===== config.mk =====
export PLATFORM = sky130hd
export DESIGN_NAME = bus_drvr_fifo
export DESIGN_NICKNAME = d
export VERILOG_FILES = /design/src/rtl/bus_drvr_fifo.sv
export SDC_FILE = /design/constraint.sdc
export NUM_CORES = 1
export LEC_CHECK = 0
export ABC_AREA = 1
export BUFFER_PORTS_ARGS = -buffer_cell sky130_fd_sc_hd__buf_2
export CORE_MARGIN = 2
export CORE_UTILIZATION = 48
export DETAILED_ROUTE_END_ITERATION = 6
export GPL_TIMING_DRIVEN = 0
export PLACE_DENSITY = 0.76
export SLEW_MARGIN = 20
export SYNTH_ARGS = -nofsm -noshare
export SYNTH_HDL_FRONTEND = slang
export SYNTH_SLANG_ARGS = --single-unit

===== constraint.sdc =====
create_clock -name clk -period 4.48 [get_ports clk]
set_clock_uncertainty 0.1 [all_clocks]
set_input_delay 0.896 -clock clk [delete_from_list [all_inputs] [get_ports clk]]
set_output_delay 0.896 -clock clk [all_outputs]
set_load 0.02 [all_outputs]

===== src/rtl/bus_drvr_fifo.sv =====
// bus_drvr_fifo: per-terminal show-ahead source FIFO feeding one bus driver slot.
// The agent enqueues with wr_en/wr_data; the downstream bus drains through
// pndng/pop/D_pop, with sticky overflow/underflow flags recording lost traffic.
//
// Handshake: pndng acts as "valid" and pop as "ready/consume". The head entry
// is stable on D_pop whenever pndng is high, and a pop is taken only on a
// rising edge where both pop and pndng are high. On the write side, full acts
// as "not ready": a write while full is taken only if a pop is taken on the
// same edge; otherwise it is dropped and overflow is set. Every output is
// driven from registered state only, with no combinational path from pop or
// wr_en.
module bus_drvr_fifo #(
  parameter int pckg_sz = 16,
  parameter int depth   = 8
) (
  input  logic                       clk,
  input  logic                       reset,
  input  logic                       wr_en,
  input  logic [pckg_sz-1:0]         wr_data,
  output logic                       full,
  output logic                       pndng,
  input  logic                       pop,
  output logic [pckg_sz-1:0]         D_pop,
  output logic [$clog2(depth+1)-1:0] count,
  output logic                       overflow,
  output logic                       underflow
);

  localparam int aw = $clog2(depth);
  localparam int cw = $clog2(depth+1);

  logic [pckg_sz-1:0] mem [depth];
  logic [aw-1:0]      wr_ptr;
  logic [aw-1:0]      rd_ptr;
  logic [cw-1:0]      cnt;
  logic               wr_acc;
  logic               pop_acc;

  // Status and show-ahead head, all taken from registered state.
  always_comb begin
    pndng = (cnt != '0);
    full  = (cnt == cw'(depth));
    count = cnt;
    D_pop = pndng ? mem[rd_ptr] : '0;
  end

  // Accept decisions. A pop while full always frees a slot, so a write is
  // taken alongside it. On an empty FIFO the pop is ignored even if a write
  // arrives on the same edge: the new entry is never bypassed to D_pop.
  always_comb begin
    wr_acc  = wr_en && (!full || pop);
    pop_acc = pop && pndng;
  end

  // Storage array; contents are not reset, validity is tracked by cnt.
  always_ff @(posedge clk) begin
    if (wr_acc) mem[wr_ptr] <= wr_data;
  end

  // Pointers, occupancy counter and sticky error flags.
  always_ff @(posedge clk or negedge reset) begin
    if (!reset) begin
      wr_ptr    <= '0;
      rd_ptr    <= '0;
      cnt       <= '0;
      overflow  <= 1'b0;
      underflow <= 1'b0;
    end else begin
      if (wr_acc)  wr_ptr <= wr_ptr + aw'(1);
      if (pop_acc) rd_ptr <= rd_ptr + aw'(1);
      case ({wr_acc, pop_acc})
        2'b10:   cnt <= cnt + cw'(1);
        2'b01:   cnt <= cnt - cw'(1);
        default: cnt <= cnt;
      endcase
      if (wr_en && !wr_acc) overflow  <= 1'b1;
      if (pop && !pndng)    underflow <= 1'b1;
    end
  end

endmodule


==> flow_summary.yaml <==
outcome:
  status: "complete, no violations"
routing:
  vias: 3868
  drtIter0Drc: 408
  drt_wl_total_um: 13200
  drc: 0
  vias_per_cell: 5.60
  detail_route.first_pass.iterations: 5
  wl_per_cell_um: 19.0
  ant_nets: 0
cts:
  cts_resized: 0
  worst_skew_pair.late_latency_ps: 420
  post_cts_buffers: 0
  htreeDepth: 4
  clkSinkCount: 140
  cts_made_buffers: 17
  postCtsHoldBufs: 0
  cts_tree: "built"
  clockBufferDepth: 2
  root_buffer: "clkbuf_16"
  clkTransAtPathRegs_ps: 50
sta:
  finalSetupViolCount: 0
  worst_slew_pin_slew_ps: 924
  tns_ps: 0
  maxClockFrequency_ghz: 0.334
  min_period_over_period_pct: 66.7
  finalHoldViolations: 0
  rsz0062_at_grt: "false"
  slew_violations: 0
  worst_slack_ps: 1490
  slew_headroom_pct: 38.3
  min_period_ps: 2990
logic_synthesis:
  dominantRegCellSynth: "edfxtp_1"
  syn-cell-area_um2: 5780
  synthDistinctLibCells: 28
  async_flop_share_pct: 8.57
  seq_area_frac_synth_pct: 71.6
  netlist_instances: 465
  ys_seq_elements: 140
  synth_edf_count: 128
  syn_avg_cell_area_um2: 12.4
  syn-num-nets: 490
  yosysWarnings: 0
placed_design:
  portBuffers: 43
  gp_congestion: 0.799
  pre_cts_slack_ps: 1730
  dp_hpwl_um: 8560
grt:
  grt_overflow_total: 0
  grt_pass1_vias: 3860
  grt_pass1_wl_um: 20200
  track_usage_pct: 21.6
  grt_antenna_before_repair: 0
  grt_max_degree: 17
floorplanning:
  num_io_pins: 44
  start_util_pct: 48.8
  dieArea_um2: 12900
  rows: 40
  core_um2: 11900
  die_h_um: 114
  die_x_um: 114
setup_path:
  crit_fanout: 10
  end_kind: "output port"
  r2r_start: "count[1]"
  worstReg2RegEnd: "count[2]"
  path_class: "flop to output port"
  worst_ep_required_time_ps: 3480
  start_kind: "flop"
  reg2reg_slack_ps: 2130
  worstPathArrival_ps: 1990
  reg2regPathDepth: 12
power:
  leakage_nw: 2.56
  powerDensity_nw_per_um2: 743
  ir_worst_vdd_uv: 324
final_layout:
  layout_common_cells: "edfxtp_1, nor2_1, buf_2, nand2_1, o21ai_0"
  syn_to_final_growth_pct: 18.5
  nets: 559
  diodes: 0
  final.fill_count: 889
  drive_above_1_share_pct: 21.7
  post-route-util_pct: 57.8
  layout_commonest_cell: "edfxtp_1"
worst_hold_path:
  hold_class: "input pin to asynchronous set/reset pin"
flow_run:
  max_cap_viol_count: 0
-- report_power, final --
group / total, mW / switching [mW] / leakage, nW / internal, mW
clock network: 1.35 / 0.494 / 0.277 / 0.856
logic: 2.01 / 1.34 / 0.975 / 0.672
registers: 1.73 / 0.0916 / 1.30 / 1.64
total: 5.09 / 1.92 / 2.56 / 3.17
-- sequential cells by signal, summed over array words and instances, names as in the netlist --
register / count
rd_ptr: 3
count: 4
mem: 128
wr_ptr: 3
overflow: 1
underflow: 1
-- layer usage --
| layer | wire, um | up-vias | track usage (%) | share of wire [%] |
|---|---|---|---|---|
| met4 | 329 | 0 | 9.67 | 2.5 |
| met1 | 5180 | 1854 | 27.3 | 39 |
| met5 | 0 | - | 0 | 0 |
| met3 | 1190 | 36 | 6.11 | 9.0 |
| met2 | 6450 | 186 | 35.0 | 49 |
| li1 | - | 1792 | - | - |
-- cell usage after synthesis (2+ instances only) --
cell type | instances | area, um^2
dfrtp_1 | 12 | 300
edfxtp_1 | 128 | 3840
xor2_1 | 3 | 26.3
buf_4 | 4 | 30.0
clkbuf_2 | 2 | 10.0
inv_2 | 3 | 11.3
buf_6 | 11 | 124
nand3_1 | 3 | 15.0
o22ai_1 | 16 | 100
xnor2_1 | 3 | 26.3
o21ai_0 | 37 | 185
o21ai_1 | 31 | 155
nand2_1 | 39 | 146
nor2_1 | 124 | 465
o211ai_2 | 2 | 25.0
o211ai_1 | 14 | 105
inv_1 | 11 | 41.3
nand2_2 | 2 | 12.5
ha_1 | 5 | 62.6
buf_2 | 7 | 35.0
-- layout make-up --
type / count / area (um^2) / area share (%)
Buffer: 25 / 203 / 2.96
Sequential cell: 140 / 4140 / 60.5
Inverter: 14 / 52.6 / 0.767
Timing Repair Buffer: 50 / 305 / 4.45
Clock buffer: 19 / 433 / 6.32
Multi-Input combinational cell: 286 / 1410 / 20.5
Clock inverter: 10 / 126 / 1.84
Tap cell: 147 / 184 / 2.68
-- stage by stage --
stage	std cells	hold WS, ps	total power, mW	cell area, um^2
after global routing	691	261	5.35	6850
after detailed placement	662	365	3.75	6290
after floorplan	465	383	3.08	5780
after global placement	655	344	3.64	6180
after CTS	691	251	5.10	6850
final	691	250	5.09	6850
-- critical path: stages (launching register included) --
cell and delay, ps:
dfrtp_1 450, inv_2 190, buf_2 290, o21ai_0 120
o22ai_1 150, nor2_1 60, nor2_1 140, buf_2 180
-- kinds of logic (layout without fill, tap and decap cells) --
family,Yosys count,in the layout,synth area share (%)
AOI/OAI and AO/OA,103,103,10.2
xor gates and xnor gates,6,6,0.909
DFF,140,140,71.6
adders and majority gates,5,5,1.08
and+or+nand+nor,172,172,11.7
buffers and inverters,39,118,4.41
-- how the worst max path moves through the flow --
stage,cells past startpoint,start,end,slack (ps)
CTS,7,rd_ptr[1],D_pop[13],1520
finish,7,rd_ptr[1],D_pop[13],1490
global placement,6,pop,mem[0][5],1140
floorplan,5,pop,mem[0][0],1920
detailed placement,6,pop,mem[6][5],1730
global route,7,rd_ptr[1],D_pop[13],1380
No activity file was read; power rests on OpenSTA's default activity.
